**config.mk**
```make
export PLATFORM = sky130hd
export DESIGN_NAME = sd_cmd_sequencer_flat
export DESIGN_NICKNAME = d
export VERILOG_FILES = /design/src/rtl/sd_cmd_sequencer_if.sv /design/src/rtl/sd_cmd_sequencer.sv /design/src/flat_wrapper.sv
export SDC_FILE = /design/constraint.sdc
export NUM_CORES = 1
export LEC_CHECK = 0
export ABC_CLOCK_PERIOD_IN_PS = 4300
export BUFFER_PORTS_ARGS = -buffer_cell sky130_fd_sc_hd__buf_4
export CORE_UTILIZATION = 38
export CTS_CLUSTER_SIZE = 10
export DETAILED_ROUTE_END_ITERATION = 7
export PLACE_DENSITY_LB_ADDON = 0.1
export SYNTH_ARGS = -nofsm -noshare
export SYNTH_HDL_FRONTEND = slang
export SYNTH_SLANG_ARGS = --single-unit
export TNS_END_PERCENT = 50
```
**constraint.sdc**
```tcl
create_clock -name clk -period 4.3 [get_ports clk]
set_input_delay 0 -clock clk [delete_from_list [all_inputs] [get_ports clk]]
set_output_delay 0 -clock clk [all_outputs]
set_load 0.01 [all_outputs]
```
**src/rtl/sd_cmd_sequencer_if.sv**
```systemverilog
// Signal bundle between the SD command sequencer, its requester and the SPI byte engine.
// The sequencer uses the slave view; the requester/engine side uses the master view.
interface sd_cmd_sequencer_if;
    logic        cmd_start;
    logic        preamble_start;
    logic [5:0]  cmd_index;
    logic [31:0] cmd_arg;
    logic [6:0]  cmd_crc;
    logic        spi_execute;
    logic [7:0]  spi_out_word;
    logic [7:0]  spi_in_word;
    logic        spi_finished;
    logic        spi_busy;
    logic        cs_n;
    logic        busy;
    logic        done;
    logic [7:0]  r1;
    logic        timeout;

    modport slave (
        input  cmd_start, preamble_start, cmd_index, cmd_arg, cmd_crc,
        input  spi_in_word, spi_finished, spi_busy,
        output spi_execute, spi_out_word, cs_n, busy, done, r1, timeout
    );

    modport master (
        output cmd_start, preamble_start, cmd_index, cmd_arg, cmd_crc,
        output spi_in_word, spi_finished, spi_busy,
        input  spi_execute, spi_out_word, cs_n, busy, done, r1, timeout
    );
endinterface

```
**src/rtl/sd_cmd_sequencer.sv**
```systemverilog
// Drives the SPI byte engine to send one SD SPI-mode command frame and poll for R1,
// or to clock out the power-up preamble with chip select high.
module sd_cmd_sequencer #(
    parameter int unsigned MAX_POLL       = 8,
    parameter int unsigned PREAMBLE_BYTES = 10
) (
    input logic                 clk,
    input logic                 rst_n,
    sd_cmd_sequencer_if.slave   bus
);

    typedef enum logic [2:0] {StIdle, StPre, StCmd, StPoll, StTrail, StFin} state_e;

    state_e      state_q, state_d;
    logic        wait_q, wait_d;
    logic [7:0]  byte_cnt_q, byte_cnt_d;
    logic [7:0]  poll_cnt_q, poll_cnt_d;
    logic [5:0]  idx_q, idx_d;
    logic [31:0] arg_q, arg_d;
    logic [6:0]  crc_q, crc_d;
    logic        exec_q, exec_d;
    logic [7:0]  out_q, out_d;
    logic        cs_n_q, cs_n_d;
    logic [7:0]  r1_q, r1_d;
    logic        timeout_q, timeout_d;
    logic [7:0]  tx_byte;
    logic        sending;
    logic        fin;

    always_ff @(posedge clk or negedge rst_n) begin
        if (!rst_n) begin
            state_q    <= StIdle;
            wait_q     <= 1'b0;
            byte_cnt_q <= '0;
            poll_cnt_q <= '0;
            idx_q      <= '0;
            arg_q      <= '0;
            crc_q      <= '0;
            exec_q     <= 1'b0;
            out_q      <= 8'hFF;
            cs_n_q     <= 1'b1;
            r1_q       <= 8'hFF;
            timeout_q  <= 1'b0;
        end else begin
            state_q    <= state_d;
            wait_q     <= wait_d;
            byte_cnt_q <= byte_cnt_d;
            poll_cnt_q <= poll_cnt_d;
            idx_q      <= idx_d;
            arg_q      <= arg_d;
            crc_q      <= crc_d;
            exec_q     <= exec_d;
            out_q      <= out_d;
            cs_n_q     <= cs_n_d;
            r1_q       <= r1_d;
            timeout_q  <= timeout_d;
        end
    end

    always_comb begin
        tx_byte = 8'hFF;
        if (state_q == StCmd) begin
            case (byte_cnt_q)
                8'd0:    tx_byte = {2'b01, idx_q};
                8'd1:    tx_byte = arg_q[31:24];
                8'd2:    tx_byte = arg_q[23:16];
                8'd3:    tx_byte = arg_q[15:8];
                8'd4:    tx_byte = arg_q[7:0];
                default: tx_byte = {crc_q, 1'b1};
            endcase
        end
    end

    assign sending = (state_q == StPre) || (state_q == StCmd) ||
                     (state_q == StPoll) || (state_q == StTrail);
    // wait_q marks a byte in flight: a finish pulse only counts once we have issued one.
    assign fin = sending && wait_q && bus.spi_finished;

    always_comb begin
        state_d    = state_q;
        wait_d     = wait_q;
        byte_cnt_d = byte_cnt_q;
        poll_cnt_d = poll_cnt_q;
        idx_d      = idx_q;
        arg_d      = arg_q;
        crc_d      = crc_q;
        exec_d     = 1'b0;
        out_d      = out_q;
        cs_n_d     = cs_n_q;
        r1_d       = r1_q;
        timeout_d  = timeout_q;

        if (sending && !wait_q && !bus.spi_busy) begin
            exec_d = 1'b1;
            out_d  = tx_byte;
            wait_d = 1'b1;
        end
        if (fin) begin
            wait_d = 1'b0;
        end

        unique case (state_q)
            StIdle: begin
                wait_d = 1'b0;
                if (bus.preamble_start) begin
                    state_d    = StPre;
                    byte_cnt_d = '0;
                end else if (bus.cmd_start) begin
                    state_d    = StCmd;
                    byte_cnt_d = '0;
                    idx_d      = bus.cmd_index;
                    arg_d      = bus.cmd_arg;
                    crc_d      = bus.cmd_crc;
                    timeout_d  = 1'b0;
                    cs_n_d     = 1'b0;
                end
            end
            StPre: begin
                if (fin) begin
                    if (byte_cnt_q == 8'(PREAMBLE_BYTES - 1)) state_d = StFin;
                    else byte_cnt_d = byte_cnt_q + 8'd1;
                end
            end
            StCmd: begin
                if (fin) begin
                    if (byte_cnt_q == 8'd5) begin
                        state_d    = StPoll;
                        poll_cnt_d = '0;
                    end else begin
                        byte_cnt_d = byte_cnt_q + 8'd1;
                    end
                end
            end
            StPoll: begin
                if (fin) begin
                    if (!bus.spi_in_word[7]) begin
                        r1_d    = bus.spi_in_word;
                        state_d = StTrail;
                        cs_n_d  = 1'b1;
                    end else if (poll_cnt_q + 8'd1 == 8'(MAX_POLL)) begin
                        r1_d      = 8'hFF;
                        timeout_d = 1'b1;
                        state_d   = StTrail;
                        cs_n_d    = 1'b1;
                    end else begin
                        poll_cnt_d = poll_cnt_q + 8'd1;
                    end
                end
            end
            StTrail: begin
                if (fin) state_d = StFin;
            end
            StFin: begin
                state_d = StIdle;
            end
            default: state_d = StIdle;
        endcase
    end

    assign bus.spi_execute  = exec_q;
    assign bus.spi_out_word = out_q;
    assign bus.cs_n         = cs_n_q;
    assign bus.busy         = (state_q != StIdle);
    assign bus.done         = (state_q == StFin);
    assign bus.r1           = r1_q;
    assign bus.timeout      = timeout_q;

endmodule

```
**src/flat_wrapper.sv**
```systemverilog
// flat-port wrapper written by rule: the top's interface ports become plain ports
module sd_cmd_sequencer_flat 
#(
    parameter int unsigned MAX_POLL       = 8,
    parameter int unsigned PREAMBLE_BYTES = 10
)
  (clk, rst_n, bus_cmd_start, bus_preamble_start, bus_cmd_index, bus_cmd_arg, bus_cmd_crc, bus_spi_in_word, bus_spi_finished, bus_spi_busy, bus_spi_execute, bus_spi_out_word, bus_cs_n, bus_busy, bus_done, bus_r1, bus_timeout);
  sd_cmd_sequencer_if bus_i ();
  input logic clk;
  input logic rst_n;
  input wire logic [$bits(bus_i.cmd_start)-1:0] bus_cmd_start;
  input wire logic [$bits(bus_i.preamble_start)-1:0] bus_preamble_start;
  input wire logic [$bits(bus_i.cmd_index)-1:0] bus_cmd_index;
  input wire logic [$bits(bus_i.cmd_arg)-1:0] bus_cmd_arg;
  input wire logic [$bits(bus_i.cmd_crc)-1:0] bus_cmd_crc;
  input wire logic [$bits(bus_i.spi_in_word)-1:0] bus_spi_in_word;
  input wire logic [$bits(bus_i.spi_finished)-1:0] bus_spi_finished;
  input wire logic [$bits(bus_i.spi_busy)-1:0] bus_spi_busy;
  output wire logic [$bits(bus_i.spi_execute)-1:0] bus_spi_execute;
  output wire logic [$bits(bus_i.spi_out_word)-1:0] bus_spi_out_word;
  output wire logic [$bits(bus_i.cs_n)-1:0] bus_cs_n;
  output wire logic [$bits(bus_i.busy)-1:0] bus_busy;
  output wire logic [$bits(bus_i.done)-1:0] bus_done;
  output wire logic [$bits(bus_i.r1)-1:0] bus_r1;
  output wire logic [$bits(bus_i.timeout)-1:0] bus_timeout;
  assign bus_i.cmd_start = bus_cmd_start;
  assign bus_i.preamble_start = bus_preamble_start;
  assign bus_i.cmd_index = bus_cmd_index;
  assign bus_i.cmd_arg = bus_cmd_arg;
  assign bus_i.cmd_crc = bus_cmd_crc;
  assign bus_i.spi_in_word = bus_spi_in_word;
  assign bus_i.spi_finished = bus_spi_finished;
  assign bus_i.spi_busy = bus_spi_busy;
  assign bus_spi_execute = bus_i.spi_execute;
  assign bus_spi_out_word = bus_i.spi_out_word;
  assign bus_cs_n = bus_i.cs_n;
  assign bus_busy = bus_i.busy;
  assign bus_done = bus_i.done;
  assign bus_r1 = bus_i.r1;
  assign bus_timeout = bus_i.timeout;
  sd_cmd_sequencer #(.MAX_POLL(MAX_POLL), .PREAMBLE_BYTES(PREAMBLE_BYTES)) u_core (.clk(clk), .rst_n(rst_n), .bus(bus_i));
endmodule
```
==> results of run 1 <==
-- routing by layer --
| metal | wire length, µm | global-route usage, % |
|---|---|---|
| met1 | 4599 | 25.03 |
| met2 | 4712 | 31.79 |
| met3 | 371 | 3.618 |
| met4 | 168 | 7.545 |
| met5 | 0 | 0 |
-- flip-flops by register name (all words and copies together), names as in the netlist --
name / flops
u_core.arg_q: 32
u_core.crc_q: 7
u_core.bus.r1: 8
u_core.bus.spi_execute: 1
u_core.wait_q: 1
u_core.bus.spi_out_word: 8
u_core.poll_cnt_q: 8
u_core.state_q: 3
u_core.bus.cs_n: 1
u_core.byte_cnt_q: 8
u_core.idx_q: 6
u_core.bus.timeout: 1
-- power breakdown --
part / internal, µW / switching [µW]
registers: 1070 / 184
logic: 473 / 444
clock network: 213 / 309
total: 1750 / 937
-- path summary, 6_finish.rpt --
| path | end | startpoint | slack [ns] | cells past startpoint |
|---|---|---|---|---|
| setup / recovery | u_core.arg_q[5]$_DFFE_PN0P_ | u_core.state_q[0]$_DFFE_PN0P_ | 1.92 | 5 |
| hold / removal | u_core.arg_q[6]$_DFFE_PN0P_ | rst_n | 0.1 | 2 |
| setup reg to reg | u_core.arg_q[5]$_DFFE_PN0P_ | u_core.state_q[0]$_DFFE_PN0P_ | 1.92 | 5 |
| hold reg to reg | u_core.arg_q[28]$_DFFE_PN0P_ | u_core.arg_q[28]$_DFFE_PN0P_ | 0.51 | 1 |
| max in group asynchronous | u_core.arg_q[21]$_DFFE_PN0P_ | rst_n | 3.18 | 3 |
| min in group clk | u_core.state_q[0]$_DFFE_PN0P_ | bus_spi_finished | 0.13 | 4 |
-- cell usage in the layout (no fill, tap or decap), types with 5 or more instances in the layout --
| master | netlist | final |
|---|---|---|
| clkbuf_8 | 0 | 9 |
| a21o_1 | 5 | 5 |
| dfrtp_1 | 67 | 67 |
| a222oi_1 | 6 | 6 |
| o22a_1 | 10 | 10 |
| mux2_2 | 45 | 45 |
| o21ai_0 | 16 | 16 |
| inv_1 | 5 | 5 |
| nand2b_1 | 6 | 6 |
| a21oi_1 | 25 | 25 |
| nor2_1 | 29 | 29 |
| ha_1 | 6 | 6 |
| and3_1 | 9 | 9 |
| dfstp_2 | 17 | 17 |
| nor3_1 | 8 | 8 |
| dlygate4sd3_1 | 0 | 56 |
| a221oi_1 | 5 | 5 |
| nand2_1 | 15 | 15 |
| nand3_1 | 12 | 12 |
| buf_4 | 1 | 81 |
-- what timing repair did --
| action | 4_1_cts | 5_1_grt |
|---|---|---|
| hold buffers | 56 | 0 |
| buffers inserted | 0 | 0 |
| hold endpoints to repair | 91 | 0 |
-- critical path, cell delays in order (launching register included) --
cell and delay, ns:
dfrtp_1 0.54, nor2_1 0.24, nand2_1 0.14, or3b_2 0.65, buf_4 0.34, mux2_2 0.33
-- cells by family after synthesis --
kind of cell / count (synthesis) / synth area share [%]
AO/OA/AOI/OAI: 99 / 17.07
XOR/XNOR: 2 / 0.4331
adder cells (fa/ha/maj): 6 / 1.856
buffers and inverters: 27 / 2.969
flip-flops: 84 / 52.49
multiplexers: 45 / 12.53
AND/OR/NAND/NOR: 100 / 12.65
-- cell type report --
| cell class | instances | area, µm² | area share, % |
|---|---|---|---|
| Clock inverter | 7 | 51.30 | 0.9393 |
| Sequential cell | 84 | 2123 | 38.88 |
| Inverter | 6 | 22.52 | 0.4124 |
| Tap cell | 136 | 170.2 | 3.116 |
| Timing Repair Buffer | 137 | 1169 | 21.40 |
| Clock buffer | 9 | 123.9 | 2.268 |
| Multi-Input combinational cell | 252 | 1802 | 32.99 |
-- per-stage QoR --
stage | total power (µW) | setup slack [ns] | utilization, % | area, µm² | hold slack (ns)
finish | 2691 | 1.918 | 52.90 | 5461 | 0.09807
detailed placement | 2149 | 1.936 | 45.78 | 4726 | -0.05008
floorplan | 1840 | 2.347 | - | 4045 | -0.2956
CTS | 2718 | 1.911 | 52.90 | 5461 | 0.1022
global route | 2883 | 1.714 | 52.90 | 5461 | 0.1198
global placement | 2120 | 1.986 | 45.78 | 4726 | -0.05446
==> Implementation_results.wiki, run 1 <==
{| class="wikitable"
! Metric !! Value
|-
| Status || completed
|-
| CTS sink cnt || 84
|-
| Number of antenna-violating nets in the routed design || 0
|-
| Startpoint-to-endpoint class of the critical path || register to register
|-
| Number of enable-type register cells in the synthesized netlist || 0
|-
| Antenna diode instance count || 0
|-
| Number of rows in the core area || 37
|-
| F_max || 419.8 MHz
|-
| Total vias in the final route || 3323
|-
| Transition time of the tightest slew-check pin || 0.7084 ns
|-
| Post-synthesis instance total || 363
|-
| Maximum ir drop on the vdd rail || 0.0002921 V
|-
| Post-synthesis area per instance || 11.14 µm²
|-
| Maximum number of buffers from clock root to sink || 2
|-
| Clock tree from TritonCTS || done
|-
| P&R area growth vs syn || 35.01%
|-
| Core Area || 0.01032 mm²
|-
| Maximum fanout along the worst path || 37
|-
| FFs w/ async S/R, synth || 100.0%
|-
| Setup tns final || 0 ns
|-
| Port Buffer Count || 79
|-
| Library cells used by synthesis || 60
|-
| Per-cell via count in the routed design || 5.266
|-
| Max Cap Violations || 0
|-
| Most area-hungry cell type in the Yosys netlist || dfrtp_1
|-
| Leakage power || 0.002453 µW
|-
| Worst setup EP type || register
|-
| Total count of hold-check failures in the final report || 0
|-
| GRT Residual Overflow || 0
|-
| Y dimension of the die || 105.2 µm
|-
| Total GRT Usage || 19.27%
|-
| Pin count of the biggest net entering global routing || 57
|-
| Die Area || 0.01106 mm²
|-
| Non-filler cells in the finished layout || 631
|-
| Arrival @ worst endpoint || 2.63 ns
|-
| Synthesized Nets || 428
|-
| Most frequently used flop master after synthesis || dfrtp_1
|-
| Period Utilization, post-route || 55.40%
|-
| Worst setup skew after layout || 0.01137 ns
|-
| Ports placed on the boundary || 80
|-
| Max-slew violation count || 0
|-
| Syn. warnings || 0
|-
| First-pass detailed-route iteration total || 4
|-
| Hpwl dp || 6.576 mm
|-
| Layout filler cell count || 948
|-
| Most instantiated library cell after synthesis || dfrtp_1
|-
| Category of the worst setup path launch point || register
|-
| Register bit total from synthesis || 84
|-
| Clock insertion delay at the later pin of the skew report || 0.36 ns
|-
| Final weighted congestion of routability-driven global placement || 0.7650
|-
| Initial Util || 39.18%
|-
| Post-cts resize count || 0
|-
| Share of final-layout standard cells stronger than drive strength 1 || 34.34%
|-
| Top area cells in the synthesized netlist || dfrtp_1, mux2_2, dfstp_2, a21oi_1, nor2_1
|-
| Inserted Clock Buffers || 9
|-
| Required time reported for the critical path endpoint || 4.55 ns
|-
| Initial antenna violation count || 0
|-
| Final routed wire length divided by cell count || 15.61 µm
|-
| Final routed wirelength across all metal layers || 9.852 mm
|-
| H-tree levels || 3
|-
| Wire length of the first global-routing pass || 16.70 mm
|-
| Number of setup violations in the final report || 0
|-
| Clock Pin Slew Worst Setup and Hold Paths || 0.09 ns
|-
| Placed cell count || 559
|-
| Max transition margin || 52.45%
|-
| Area share of the largest cell type after synthesis || 41.45%
|-
| Kind of path behind the tightest hold check || primary input to async pin
|-
| Number of design rule violations left after detail routing || 0
|-
| Number of violations reported at the end of detailed-routing iteration 0 || 181
|-
| Unrepaired setup endpoints after global routing || no
|-
| Vias in the first global route || 3455
|-
| Cell Area, Synth || 0.004045 mm²
|-
| Net count reported at finish || 555
|-
| Die extent in x || 105.2 µm
|-
| Register area share after synthesis || 52.49%
|-
| CTS root buffer || clkbuf_8
|-
| Minimum clock period after layout || 2.382 ns
|-
| Most frequent cells after synthesis || dfrtp_1, mux2_2, nor2_1
|-
| Power density over the cells || 492.7 mW/mm²
|}
Note: power is estimated with default switching activity, not from simulation.
==> run 2, diff against run 1 <==
--- a/config.mk
+++ b/config.mk
@@ -5,7 +5,7 @@
 export SDC_FILE = /design/constraint.sdc
 export NUM_CORES = 1
 export LEC_CHECK = 0
-export ABC_CLOCK_PERIOD_IN_PS = 4300
+export ABC_CLOCK_PERIOD_IN_PS = 2000
 export BUFFER_PORTS_ARGS = -buffer_cell sky130_fd_sc_hd__buf_4
 export CORE_UTILIZATION = 38
 export CTS_CLUSTER_SIZE = 10
==> constraint.sdc (replaced) <==
create_clock -name clk -period 2 [get_ports clk]
set_input_delay 0 -clock clk [delete_from_list [all_inputs] [get_ports clk]]
set_output_delay 0 -clock clk [all_outputs]
set_load 0.01 [all_outputs]
==> run 2 against run 1 <==
  * First-iteration DRC count fell by 1.1%
  * Non-clock buffer count rose by 26
  * Largest cell class unchanged
  * Sequential power rose by 110%
  * Worst setup slack got worse by 1.8 ns
==> Implementation_results.wiki, run 2 (synthesized netlist as in run 1, its figures left out) <==
{| class="wikitable"
! Metric !! Value
|-
| Initial antenna violation count || 0 (unchanged)
|-
| Port Buffer Count || 79 (unchanged)
|-
| Maximum fanout along the worst path || 9 (-76%)
|-
| Worst setup EP type || register
|-
| Placed cell count || 584 (+4.5%)
|-
| Initial Util || 39.18% (unchanged)
|-
| Net switching fraction of the power || 33.23% (-1.6 points)
|-
| Post-Route Utilization || 55.85% (+2.9 points)
|-
| Final weighted congestion of routability-driven global placement || 0.8414 (+10%)
|-
| Die Area || 0.01106 mm² (unchanged)
|-
| Most frequent cell on the critical path || o21ai_0
|-
| F_max || 526.7 MHz (+25%)
|-
| Unrepaired setup endpoints after global routing || yes
|-
| Max-slew violation count || 0 (unchanged)
|-
| Total vias in the final route || 3407 (+2.5%)
|-
| Maximum ir drop on the vdd rail || 0.0004993 V (+71%)
|-
| Antenna diode instance count || 0 (unchanged)
|-
| Vias in the first global route || 3484 (+0.84%)
|-
| List of cells traversed by the critical path || inv_1, ha_1, nor3b_2, and3_4, o21ai_2, o2111ai_1, buf_4, o21ai_0, o21ai_0
|-
| Net Sw Power || 2075 µW (+120%)
|-
| H-tree levels || 3 (unchanged)
|-
| Number of design rule violations left after detail routing || 0 (unchanged)
|-
| Number of violations reported at the end of detailed-routing iteration 0 || 179 (-1.1%)
|-
| Total GRT Usage || 19.46% (+0.18 points)
|-
| Total count of hold-check failures in the final report || 0 (unchanged)
|-
| Core Area || 0.01032 mm² (unchanged)
|-
| Power density over the cells || 1083 mW/mm² (+120%)
|-
| Layout filler cell count || 899 (-5.2%)
|-
| Least setup slack across all paths after layout || 0.1015 ns (-1.816 ns)
|-
| P&R area growth vs syn || 42.53%
|-
| Worst-path cell with the longest stage delay || dfrtp_1
|-
| Clock Pin Slew Worst Setup and Hold Paths || 0.09 ns (about the same)
|-
| Number of flip-flops under the largest register name || 32 (unchanged)
|-
| Max transition margin || 59.89% (+7.4 points)
|-
| Number of antenna-violating nets in the routed design || 0 (unchanged)
|-
| Per-cell via count in the routed design || 5.186 (-1.5%)
|-
| Die extent in x || 105.2 µm (unchanged)
|-
| Wire length of the first global-routing pass || 16.88 mm (+1.0%)
|-
| Crit-path leading delay family || compound AO/OA/AOI/OAI gates
|-
| Clock insertion delay at the later pin of the skew report || 0.35 ns (about the same)
|-
| Combined flip-flop and latch cell area || 0.002127 mm² (+0.18%)
|-
| Highest-count cells in the layout ignoring fill and taps || buf_4, dfrtp_1, dlygate4sd3_1, mux2_2, nor2_1
|-
| CTS root buffer || clkbuf_8
|-
| Non-filler cells in the finished layout || 657 (+4.1%)
|-
| Y dimension of the die || 105.2 µm (unchanged)
|-
| Largest register by flop count || u_core.arg_q
|-
| Pin count of the biggest net entering global routing || 50 (-12%)
|-
| Area of the multi-input gates || 0.001839 mm² (+2.1%)
|-
| Fraction of power consumed by combinational cells || 36.3% (+2.2 points)
|-
| Minimum clock period after layout || 1.898 ns (-0.4838 ns)
|-
| Part of the total power dissipated in the clock network || 21.0% (+1.6 points)
|-
| Required time reported for the critical path endpoint || 2.23 ns (-2.32 ns)
|-
| Overall power || 6246 µW (+130%)
|-
| Final routed wirelength across all metal layers || 10.05 mm (+2.0%)
|-
| Hpwl dp || 6.991 mm (+6.3%)
|-
| Kind of path behind the tightest hold check || primary input to async pin
|-
| Worst setup skew after layout || 0.01036 ns (-0.001002 ns)
|-
| Transition time of the tightest slew-check pin || 0.5977 ns (-0.1107 ns)
|-
| GRT Residual Overflow || 0 (unchanged)
|-
| Arrival @ worst endpoint || 2.12 ns (-0.51 ns)
|-
| Startpoint-to-endpoint class of the critical path || register to register
|-
| Status || completed
|-
| CTS sink cnt || 84 (unchanged)
|-
| Number of setup violations in the final report || 0 (unchanged)
|-
| Most common cell after layout, fill and taps aside || buf_4
|-
| Leakage power || 0.002618 µW (+6.8%)
|-
| Final routed wire length divided by cell count || 15.29 µm (-2.1%)
|-
| Period Utilization, post-route || 94.92% (+40 points)
|-
| Flop pwr share || 42.6% (-3.9 points)
|-
| Slowest Stage Delay on Critical Path || 0.42 ns (-0.23 ns)
|-
| Internal power summed over all cells || 4171 µW (+140%)
|-
| WP buf/inv || 2 (+1)
|-
| Share of final-layout standard cells stronger than drive strength 1 || 39.92% (+5.6 points)
|-
| Setup tns final || 0 ns (unchanged)
|-
| Ports placed on the boundary || 80 (unchanged)
|-
| Setup WS pre-CTS || 0.003582 ns (-1.933 ns)
|-
| Net count reported at finish || 581 (+4.7%)
|-
| Clock tree from TritonCTS || done
|-
| Inserted Clock Buffers || 9 (unchanged)
|-
| Maximum number of buffers from clock root to sink || 2 (unchanged)
|-
| Category of the worst setup path launch point || register
|-
| Number of rows in the core area || 37 (unchanged)
|-
| Max Cap Violations || 0 (unchanged)
|-
| First-pass detailed-route iteration total || 5 (+1)
|}
run 2: cell types whose count changed in the layout (fill, tap and decap cells not counted), moves of 3 or more:
cell     delta
dfrtp_2     +3
dfrtp_1     -3
o21ai_1     +4
buf_4      +24
o21ai_0     -5
run 2: through the flow:
stage	instance area [µm²]	hold WS (ns)
3_5_place_dp	4938	-0.004219
6_report	5766	0.1541
2_1_floorplan	4045	-0.2956
4_1_cts	5717	0.1568
3_3_place_gp	4938	-0.0005082
5_1_grt	5766	0.1814
run 2: timing repair:
item / 4_1_cts / 5_1_grt
hold endpoints to repair: 91 / 0
buffers inserted: 0 / 1
hold buffers: 56 / 0
gates resized for setup: 1 / 16
gates cloned: 0 / 0
pin swaps: 0 / 2
endpoints found under the setup margin: 1 / 25
run 2: layer usage:
layer	wire, µm	track usage (%)	vias up
met1	4736	25.26	1661
met3	312	3.119	7
met5	0	0	-
met2	4916	33.21	83
li1	-	-	1656
met4	80	6.137	0
run 2: final timing paths:
| kind | cells after the start | slack [ns] | startpoint | to |
|---|---|---|---|---|
| max | 9 | 0.10 | u_core.byte_cnt_q[1]$_DFFE_PN0P_ | u_core.byte_cnt_q[5]$_DFFE_PN0P_ |
| min | 2 | 0.15 | rst_n | u_core.byte_cnt_q[5]$_DFFE_PN0P_ |
| max reg2reg | 9 | 0.10 | u_core.byte_cnt_q[1]$_DFFE_PN0P_ | u_core.byte_cnt_q[5]$_DFFE_PN0P_ |
| min reg2reg | 1 | 0.51 | u_core.bus.timeout$_DFFE_PN0P_ | u_core.bus.timeout$_DFFE_PN0P_ |
| max in group asynchronous | 3 | 1.17 | rst_n | u_core.bus.spi_out_word[6]$_DFFE_PN1P_ |
| min in group clk | 3 | 0.19 | bus_cmd_start | u_core.bus.cs_n$_DFFE_PN1P_ |
run 2: cell type report:
cell class | instances | area share (%)
well taps | 136 | 2.951
repair buffers | 163 | 24.09
flip-flops and latches | 84 | 36.89
multi-input cells | 252 | 31.90
inverters | 6 | 0.3906
clock inverters | 5 | 1.150
clock buffers | 11 | 2.626
run 2: power by group through the flow:
| stage | registers [µW] | clock network (µW) | logic, µW |
|---|---|---|---|
| final | 2660 | 1310 | 2270 |
| after global routing | 2740 | 1440 | 2520 |
| after CTS | 2660 | 1350 | 2240 |
| after detailed placement | 2700 | 0 | 2140 |
| after global placement | 2690 | 0 | 2090 |
| after floorplan | 2580 | 0 | 1380 |
